`src/rtl/universal_shift_register.sv`:
```
// -----------------------------------------------------------------------------
// universal_shift_register
//
// Purpose:
//   WIDTH-bit staging register with parallel load, clear, logical shifts,
//   arithmetic right shift and rotates by a multi-bit amount. Commands are
//   taken on a valid/ready handshake. By default a shift of k bits runs one
//   bit per clock under a two-state FSM (IDLE/SHIFT). A registered one-cycle
//   done pulse marks completion of every accepted command.
//
// Optional feature macro:
//   USR_BARREL_EN - when defined, every shift completes at the accept edge
//                   through an unrolled barrel network that produces exactly
//                   the result of k single-bit steps. SHIFT is never entered
//                   and busy stays 0.
//
// Parameters:
//   WIDTH    register / data width (>= 2)
//   SHAMT_W  width of cmd_amt; maximum shift amount is 2**SHAMT_W-1
//
// Ports:
//   clk        in   rising-edge clock
//   reset      in   asynchronous active-low reset
//   cmd_valid  in   command present
//   cmd_ready  out  command can be accepted (IDLE only)
//   cmd_op     in   000 NOP, 001 LOAD, 010 SHL, 011 SHR, 100 SRA,
//                   101 ROTL, 110 ROTR, 111 CLEAR
//   cmd_amt    in   shift amount (shift ops only)
//   ser_in     in   fill bit for SHL (LSB) / SHR (MSB), sampled every step
//   In         in   parallel load data
//   Out        out  register contents
//   ser_out    out  last bit shifted or rotated out
//   busy       out  shift in progress
//   done       out  one-cycle completion pulse
// -----------------------------------------------------------------------------
module universal_shift_register #(
  parameter int WIDTH   = 4,
  parameter int SHAMT_W = 3
) (
  input  logic               clk,
  input  logic               reset,
  input  logic               cmd_valid,
  output logic               cmd_ready,
  input  logic [2:0]         cmd_op,
  input  logic [SHAMT_W-1:0] cmd_amt,
  input  logic               ser_in,
  input  logic [WIDTH-1:0]   In,
  output logic [WIDTH-1:0]   Out,
  output logic               ser_out,
  output logic               busy,
  output logic               done
);

  localparam logic [2:0] OP_NOP   = 3'b000;
  localparam logic [2:0] OP_LOAD  = 3'b001;
  localparam logic [2:0] OP_SHL   = 3'b010;
  localparam logic [2:0] OP_SHR   = 3'b011;
  localparam logic [2:0] OP_SRA   = 3'b100;
  localparam logic [2:0] OP_ROTL  = 3'b101;
  localparam logic [2:0] OP_ROTR  = 3'b110;
  localparam logic [2:0] OP_CLEAR = 3'b111;

  typedef enum logic [0:0] {
    ST_IDLE  = 1'b0,
    ST_SHIFT = 1'b1
  } state_e;

  state_e             state_q, state_d;
  logic [2:0]         op_q, op_d;
  logic [SHAMT_W-1:0] cnt_q, cnt_d;
  logic [WIDTH-1:0]   out_q, out_d;
  logic               ser_q, ser_d;
  logic               done_q, done_d;
  logic               accept_s;
  logic               shift_op_s;
  logic [WIDTH:0]     step_s;

  // One single-bit step. Result is {new ser_out, new register value}.
  // Non-shift opcodes leave both unchanged.
  function automatic logic [WIDTH:0] step_f(
    input logic [2:0]       op,
    input logic [WIDTH-1:0] v,
    input logic             s_old,
    input logic             fill
  );
    logic [WIDTH:0] r;
    r = {s_old, v};
    case (op)
      OP_SHL:  r = {v[WIDTH-1], v[WIDTH-2:0], fill};
      OP_SHR:  r = {v[0], fill, v[WIDTH-1:1]};
      OP_SRA:  r = {v[0], v[WIDTH-1], v[WIDTH-1:1]};
      OP_ROTL: r = {v[WIDTH-1], v[WIDTH-2:0], v[WIDTH-1]};
      OP_ROTR: r = {v[0], v[0], v[WIDTH-1:1]};
      default: r = {s_old, v};
    endcase
    return r;
  endfunction

`ifdef USR_BARREL_EN
  localparam int MAX_AMT = (1 << SHAMT_W) - 1;

  // Unrolled chain of single-bit steps, each stage enabled while its index
  // is below amt. Chaining the same step function guarantees bit-identical
  // Out/ser_out with the iterative path, including amt > WIDTH.
  function automatic logic [WIDTH:0] barrel_f(
    input logic [2:0]         op,
    input logic [SHAMT_W-1:0] amt,
    input logic [WIDTH-1:0]   v,
    input logic               s_old,
    input logic               fill
  );
    logic [WIDTH:0] r;
    r = {s_old, v};
    for (int i = 0; i < MAX_AMT; i++) begin
      if (SHAMT_W'(i) < amt) begin
        r = step_f(op, r[WIDTH-1:0], r[WIDTH], fill);
      end else begin
        r = r;
      end
    end
    return r;
  endfunction
`endif

  assign accept_s   = cmd_valid && cmd_ready;
  assign shift_op_s = (cmd_op >= OP_SHL) && (cmd_op <= OP_ROTR);
  assign step_s     = step_f(op_q, out_q, ser_q, ser_in);

  // Next-state, datapath and done-pulse logic.
  always_comb begin
    state_d = state_q;
    op_d    = op_q;
    cnt_d   = cnt_q;
    out_d   = out_q;
    ser_d   = ser_q;
    done_d  = 1'b0;
    case (state_q)
      ST_IDLE: begin
        if (accept_s) begin
          op_d = cmd_op;
          if (shift_op_s && (cmd_amt != {SHAMT_W{1'b0}})) begin
`ifdef USR_BARREL_EN
            {ser_d, out_d} = barrel_f(cmd_op, cmd_amt, out_q, ser_q, ser_in);
            done_d         = 1'b1;
`else
            // Accept edge only latches; the k steps follow on later edges.
            state_d = ST_SHIFT;
            cnt_d   = cmd_amt;
`endif
          end else begin
            // NOP, LOAD, CLEAR and zero-amount shifts finish right here;
            // ser_out is deliberately untouched.
            case (cmd_op)
              OP_LOAD:  out_d = In;
              OP_CLEAR: out_d = {WIDTH{1'b0}};
              default:  out_d = out_q;
            endcase
            done_d = 1'b1;
          end
        end else begin
          op_d = op_q;
        end
      end
      ST_SHIFT: begin
        {ser_d, out_d} = step_s;
        cnt_d          = cnt_q - SHAMT_W'(1);
        if (cnt_q == SHAMT_W'(1)) begin
          state_d = ST_IDLE;
          done_d  = 1'b1;
        end else begin
          state_d = ST_SHIFT;
        end
      end
      default: begin
        state_d = ST_IDLE;
      end
    endcase
  end

  // State and output registers; reset aborts any shift without a done pulse.
  always_ff @(posedge clk or negedge reset) begin
    if (!reset) begin
      state_q <= ST_IDLE;
      op_q    <= OP_NOP;
      cnt_q   <= {SHAMT_W{1'b0}};
      out_q   <= {WIDTH{1'b0}};
      ser_q   <= 1'b0;
      done_q  <= 1'b0;
    end else begin
      state_q <= state_d;
      op_q    <= op_d;
      cnt_q   <= cnt_d;
      out_q   <= out_d;
      ser_q   <= ser_d;
      done_q  <= done_d;
    end
  end

  assign cmd_ready = (state_q == ST_IDLE);
  assign busy      = (state_q == ST_SHIFT);
  assign Out       = out_q;
  assign ser_out   = ser_q;
  assign done      = done_q;

endmodule
```
`config.mk`:
```
export PLATFORM = sky130hd
export DESIGN_NAME = universal_shift_register
export DESIGN_NICKNAME = d
export VERILOG_FILES = /design/src/rtl/universal_shift_register.sv
export SDC_FILE = /design/constraint.sdc
export NUM_CORES = 1
export LEC_CHECK = 0
export CAP_MARGIN = 30
export CORE_MARGIN = 2
export CORE_UTILIZATION = 50
export DETAILED_ROUTE_END_ITERATION = 10
export PLACE_DENSITY_LB_ADDON = 0.2
export RECOVER_POWER = 50
export SLEW_MARGIN = 10
export SYNTH_ARGS = -nofsm -noshare
export SYNTH_HDL_FRONTEND = slang
export SYNTH_SLANG_ARGS = --single-unit
```
`constraint.sdc`:
```
create_clock -name clk -period 2.2 [get_ports clk]
set_input_delay 0.44 -clock clk [delete_from_list [all_inputs] [get_ports clk]]
set_output_delay 0.44 -clock clk [all_outputs]
set_load 0.05 [all_outputs]
```
* Yosys cells after proc, flatten, opt, wreduce, memory -nomap -nowiden
Index checks and enable logic that the tools add are counted.
W data, S select, Z words.
** Cells by class
- $lt $le $gt $ge :: 2
- Reduce and logical (&&, ||, !) cells :: 10
- Eq/ne operators :: 15
- Bitwise operators :: 1
- Mux-type cells :: 16
- $add $sub $neg :: 1
** Operators with widths (count)
- $pmux W5 S5 :: 1
- $pmux W4 S2 :: 2
- $eq A3 B3 Y1 const B :: 4
- $mux W4 :: 2
- $eq A3 B1 Y1 const B :: 2
- $eq A3 B2 Y1 const B :: 2
- $mux W1 :: 6
- $mux W3 :: 2
- $ne A6 B1 Y1 const B :: 1
- $pmux W3 S2 :: 1
- $reduce_and A2 Y1 :: 3
- $ne A5 B1 Y1 const B :: 1
- $reduce_and A5 Y1 :: 1
- $reduce_bool A5 Y1 :: 1
- $ne A2 B1 Y1 const B :: 2
- $ne A2 B2 Y1 const B :: 2
- $pmux W1 S2 :: 2
- $reduce_and A4 Y1 :: 1
- $ge A3 B2 Y1 const B :: 1
- $le A3 B3 Y1 const B :: 1
- $logic_and A1 B1 Y1 :: 3
- $ne A3 B1 Y1 const B :: 1
- $reduce_bool A3 Y1 :: 1
- $sub A3 B1 Y3 const B :: 1
- $not A1 Y1 :: 1
** Word-level totals
- Flip-flop bits (word level) :: 13
- Input port bits :: 14

* Logic depth before layout (Yosys ltp)
- Depth after elaboration :: 6
- Mapped depth :: 5

* Least setup slack after synthesis
No wires, ideal clock.
- Path kind :: register -> register
- Start :: register state_q, in the netlist busy
- End :: register out_q[3], in the netlist Out[3]
- Data arrival time :: 1.478 ns
- Slack :: 0.598 ns
- Stages on the path, launching flop included :: 4
- Path through :: dfrtp_1 > inv_2 > o22ai_1 > mux2_2
** Between the ends
- Cells in the longest elaborated chain, start to end :: 4
- Elaborated cells on any way between the ends :: 9
- Classes of those cells :: 5 x eq/ne; 1 x mux; 1 x bitwise; 2 x reduce/logical
** Ends and longest elaborated chain
- from (decl) :: line 68 : state_e state_q, state_d;
- from (signal assigned) :: line 190 : state_q <= state_d;
- $not A1 Y1 (no source line) (*)
- via cmd_ready :: line 43 : output logic cmd_ready,
- $logic_and A1 B1 Y1 :: line 125 : assign accept_s = cmd_valid && cmd_ready;
- $ne A2 B1 Y1 (no source line)
- $reduce_and A5 Y1 (no source line)
- to (signal assigned) :: line 186 : out_q <= {WIDTH{1'b0}};
- to (signal assigned) :: line 193 : out_q <= out_d;
- to (decl) :: line 71 : logic [WIDTH-1:0] out_q, out_d;
The timed path passes the listed nets; every way through them passes the cells marked *.
A chain may end at the register's enable or synchronous reset.

* Final worst setup path
- Start :: register out_q[3], in the netlist Out[3]
- End :: output Out[3]
** RTL lines
- to (decl) :: line 48 : output logic [WIDTH-1:0] Out,
No word-level cell between the ends.

==> key figures <==
Worst hold path
  – Hold/Removal Path Class: flip-flop to flip-flop
  – Hold Crit Depth: 1

Die
  – Core Box Area: 0.00173 mm^2
  – Die area: 0.00219 mm^2
  – I/O pins: 22
  – Die H: 46.8 um
  – Starting Density: 53.0%
  – Placement Rows: 15
  – Die W: 46.8 um

Power
  – Clock network power share: 8.2%
  – P_leak: 0.000469 uW
  – Sw frac: 49.9%
  – Worst vdd ir: 0.851 mV
  – Internal power: 901 uW
  – NetSw: 898 uW
  – Reg power frac: 32.6%
  – Power Dens Cells: 1590 mW/mm^2
  – Logic pwr share: 59.1%

Placement
  – Placer Congestion: 0.785
  – Port Buffers: 21
  – Dpl cells: 137
  – Dpl hpwl: 1500 um

STA
  – Fin crit period: 2.00 ns
  – Final period util: 90.9%
  – Setup TNS: 0 ns
  – Max_slew headroom: 59.1%
  – RSZ-0062 raised after global routing: no
  – Count of final setup violators: 0
  – Fin. max-slew vios: 0
  – Fmax achieved: 500 MHz
  – Endpoints failing hold: 0
  – Tightest Pin Transition: 0.611 ns
  – Clk_skew: 0.00319 ns

Cells and area
  – Antenna fix cells: 0
  – Final Non-Filler Cells: 141
  – Net count reported at finish: 133
  – Area growth from synthesis to layout: 23.6%
  – Multi-input gate area: 533 um^2
  – Layout cells sized above 1: 15.5%
  – Filler instances: 149
  – Reg area: 325 um^2

Yosys
  – Mapped Cells: 95
  – Sequential fraction of the synthesis area: 35.5%
  – Syn_area_per_cell: 9.64 um^2
  – Yosys Warn Count: 0
  – Ys async rst share: 100%
  – Post-synth EDFFs: 0
  – #FFs+latches synth: 13
  – Mapped Nets: 111
  – Top_reg_cell synth: dfrtp_1
  – Post-synthesis cell area: 916 um^2
  – Count of cell types in the netlist: 40

Routing
  – DR pass1 iterations: 4
  – Routed WL: 1970 um
  – Drt first-iter violations: 14
  – DR vias/cell: 5.53
  – Detailed-route DRC error count: 0
  – Per-cell routed wire length: 13.9 um
  – Antenna Nets Post-Route: 0
  – Vias: 780

CTS
  – Post-CTS Setup Bufs: 0
  – CTS H-tree depth: 1
  – Reg clk slew, reported paths: 0.08 ns
  – Hold_buf cts: 0
  – Clk buf depth: 2
  – Num CTS Buffers: 3
  – Root Buffer: clkbuf_4
  – Clock sink total: 13
  – Clk_lat worst skew: 0.27 ns
  – Post-cts resize count: 0
  – CTS tree: yes

Critical path
  – WP data arrival: 1.56 ns
  – Crit path buf inv count: 1
  – WP data required: 1.76 ns
  – WP depth: 1
  – Worst setup EP type: output port
  – Crit path max fanout: 6
  – CP peak stage delay: 0.84 ns
  – Top delay family on crit path: buffers and inverters
  – Reg2Reg Depth: 4
  – Reg-to-reg setup timing slack: 0.59 ns
  – Setup crit start kind: flip-flop
  – Crit-path cells: clkdlybuf4s50_1
  – Crit Path Class: flip-flop to output port
  – Critical-path top delay cell: clkdlybuf4s50_1

Flow run
  – Max Cap Violations: 0

Global routing
  – First-pass GRT wire length: 3140 um
  – Initial antenna violation count: 0
  – GRT Overall Usage: 20.5%
  – GR Overflow Total: 0
  – Vias in the first global route: 699
  – Largest net degree at the start of global routing: 17

Outcome
  – Status: completed
==> path summary, 6_finish.rpt <==
path | startpoint | to
min reg2reg | cnt_q[0] | cnt_q[0]
max in group asynchronous | reset | op_q[0]
max reg2reg | op_q[2] | Out[3]
min | cnt_q[0] | cnt_q[0]
min in group asynchronous | reset | Out[1]
max | Out[3] | Out[3]
==> power by group through the flow <==
stage          Combinational, uW  Sequential (uW)  Clock (uW)
3_5_place_dp                1070              593           0
2_1_floorplan                734              686           0
5_1_grt                     1160              614         166
4_1_cts                     1080              588         153
3_3_place_gp                1050              584           0
6_report                    1060              587         148
==> state kept, by name, summed over array words and instances, names as in the netlist <==
name and cells:
Out 4, busy 1, cnt_q 3, done 1, op_q 3, ser_out 1
==> kinds of logic after synthesis <==
| kind of cell | Yosys count | synth area share (%) |
|---|---|---|
| AO/OA/AOI/OAI | 26 | 21.0 |
| XOR/XNOR | 3 | 3.69 |
| adder cells (fa/ha/maj) | 2 | 2.73 |
| buffers and inverters | 7 | 5.74 |
| flip-flops | 13 | 35.5 |
| multiplexers | 8 | 9.43 |
| AND/OR/NAND/NOR | 36 | 21.9 |
==> through the flow <==
step / power, uW / util, % / hold slack [ns] / setup WS, ns / instance area, um^2
final: 1800 / 65.6 / 0.546 / 0.201 / 1130
after global routing: 1940 / 65.6 / 0.572 / 0.136 / 1130
after CTS: 1820 / 65.9 / 0.553 / 0.200 / 1140
after detailed placement: 1660 / 64.3 / 0.543 / 0.317 / 1110
after global placement: 1630 / 64.3 / 0.533 / 0.369 / 1110
after floorplan: 1420 / - / 0.144 / 0.598 / 916
==> layout make-up <==
cell class / instances / share of cell area (%)
multi-input combinational: 75 / 47.1
sequential: 13 / 28.7
timing repair buffer: 21 / 18.1
tap: 25 / 2.76
clock buffer: 4 / 2.32
inverter: 3 / 0.994
==> layout by cell type (no fill, tap or decap), types with 3 or more instances in the layout <==
cell / count
dfrtp_1: 13
a31oi_1: 4
mux2i_1: 3
nand3_1: 3
nor2_1: 7
nand2_1: 9
a21oi_1: 3
o21ai_1: 4
mux2_2: 3
clkbuf_4: 3
clkdlybuf4s50_1: 17
nor3_1: 5
==> synthesized netlist by cell type (2+ instances only) <==
cell / n / share of area [%]
dfrtp_1: 13 / 36
nand2_1: 9 / 3.7
nor2_1: 7 / 2.9
a31oi_1: 4 / 2.7
nor3_1: 4 / 2.2
o21ai_1: 4 / 2.2
a21oi_1: 3 / 1.6
buf_6: 3 / 3.7
mux2_2: 3 / 3.7
mux2i_1: 3 / 3.3
nand3_1: 3 / 1.6
a2bb2oi_1: 2 / 1.9
and3b_1: 2 / 1.9
ha_1: 2 / 2.7
inv_1: 2 / 0.82
mux2_1: 2 / 2.5
nand2b_1: 2 / 1.4
o21a_1: 2 / 1.6
o21ai_2: 2 / 1.9
o22ai_1: 2 / 1.4
xor2_1: 2 / 1.9
==> per-layer routing <==
metal | up-vias | track usage, % | wire, um
met5 | - | 0 | 0
met3 | 2 | 3.46 | 64
met2 | 19 | 33.2 | 978
met4 | 0 | 6.67 | 12
met1 | 363 | 27.9 | 910
li1 | 396 | - | -
(Power assumes the default switching activity.)
==> variant, RTL diff (same settings) <==
Make the reset (`reset`) synchronous in one clocked block. Comments in the files are not updated.
--- a/src/rtl/universal_shift_register.sv
+++ b/src/rtl/universal_shift_register.sv
@@ -180,3 +180,3 @@
   // State and output registers; reset aborts any shift without a done pulse.
-  always_ff @(posedge clk or negedge reset) begin
+  always_ff @(posedge clk) begin
     if (!reset) begin
Formal check against the unedited RTL: differs if reset is asserted again (counterexample within 4 cycles, from zero or initial values and one cycle with reset low); with reset held inactive, the same outputs for 10 cycles.
==> variant against the unedited design <==
Via count increased by 2.4%; routed wire length down 5.7%; cell area decreased by 8.5%; synthesized area shrank 11%; sequential cell count stayed put; clock skew up 4.1 ps; core utilization is 3.2 points higher; worst setup slack better by 59 ps.
Power is not compared: it rests on default switching activity, and its combinational part moved more than twofold at a synthesized area within 25%.
==> variant: results (changes against the unedited design) <==
result of the run finished clean; total half-perimeter wirelength after legalization and detailed placement 1390 um (-6.9%); post-synthesis average cell area 8.12 um2 (-16%); capture instance of the worst register-to-register path Out[2]$_SDFFE_PN0P_; launch point of the worst path Out[3]$_SDFFE_PN0P_; Distinct cells, synth 37 (-7.5%); Synth Area in Adders 0.0308 (+0.00349); net total in the final layout 137 (+3.0%); Worst Hold Path Cells 2 (+1); delay of the slowest cell on the worst path between 800 and 900 ps; gpl congestion 0.795 (+1.2%); setup slack of the worst register-to-register path 700 ps (+110 ps); met2 routed wirelength 939 um (-4.0%); arrival time at the worst endpoint 1500 ps (-60 ps); number of standard cells in the final layout excluding fillers 136 (-3.5%); Critical R2R Launch op_q[1]$_SDFFE_PN0P_; vias after detailed routing 799 (+2.4%); met3 wire length 80 um (+25%); fillcell total 126 (-15%); part of the Yosys area used for sequential elements 0.320 (-0.0347); Worst Hold Slack 568 ps (+22.2 ps); wire length of the first global-routing pass 3020 um (-4.0%); XOR/XNOR share of the synthesized area 0.0108 (-0.0261); largest net degree at the start of global routing 20 (+3); met1 track demand over resource 0.237 (-0.0422); wl on met1 808 um (-11%); 1st-iter DRT viols 25 (+11); net count after synthesis 116 (+4.5%); met3 track demand over resource 0.0367 (+0.00212); share of synthesized flip-flops with an asynchronous set or reset 0 (-1.00); most frequent cells after synthesis 13 x sky130_fd_sc_hd__dfxtp_1, 12 x sky130_fd_sc_hd__nand2_1, 8 x sky130_fd_sc_hd__o21ai_0; layout cells sized above 1 0.0833 (-0.0718); clock tree skew after final layout 7.30 ps (+4.11 ps); global-route track usage on met2 0.379 (+0.0479); via count of the first global-routing pass 709 (+1.4%); biggest area contributors in the synthesized netlist sky130_fd_sc_hd__dfxtp_1 32%, sky130_fd_sc_hd__nand2_1 5.5%, sky130_fd_sc_hd__mux2i_1 4.9%
-- variant: power by group through the flow --
| stage | Sequential [mW] | Clock (mW) | Combinational [mW] |
|---|---|---|---|
| after detailed placement | 0.286 | 0 | 0.202 |
| after global placement | 0.285 | 0 | 0.199 |
| final | 0.280 | 0.144 | 0.200 |
| after floorplan | 0.313 | 0 | 0.103 |
| after global routing | 0.284 | 0.162 | 0.217 |
| after CTS | 0.280 | 0.151 | 0.203 |
-- variant: per-stage QoR --
stage / instance area, um2 / worst slack, ps
3_5_place_dp: 1020 / 190
2_1_floorplan: 812 / 506
3_3_place_gp: 1020 / 241
4_1_cts: 1050 / 250
5_1_grt: 1040 / 194
6_report: 1040 / 260
-- variant: area by class of cell --
type | instances | area (um2) | share of cell area
Sequential cell | 13 | 260 | 0.251
Multi-Input combinational cell | 77 | 503 | 0.486
Timing Repair Buffer | 22 | 211 | 0.204
Clock buffer | 4 | 26.3 | 0.0254
Inverter | 4 | 15.0 | 0.0145
Tap cell | 16 | 20.0 | 0.0193
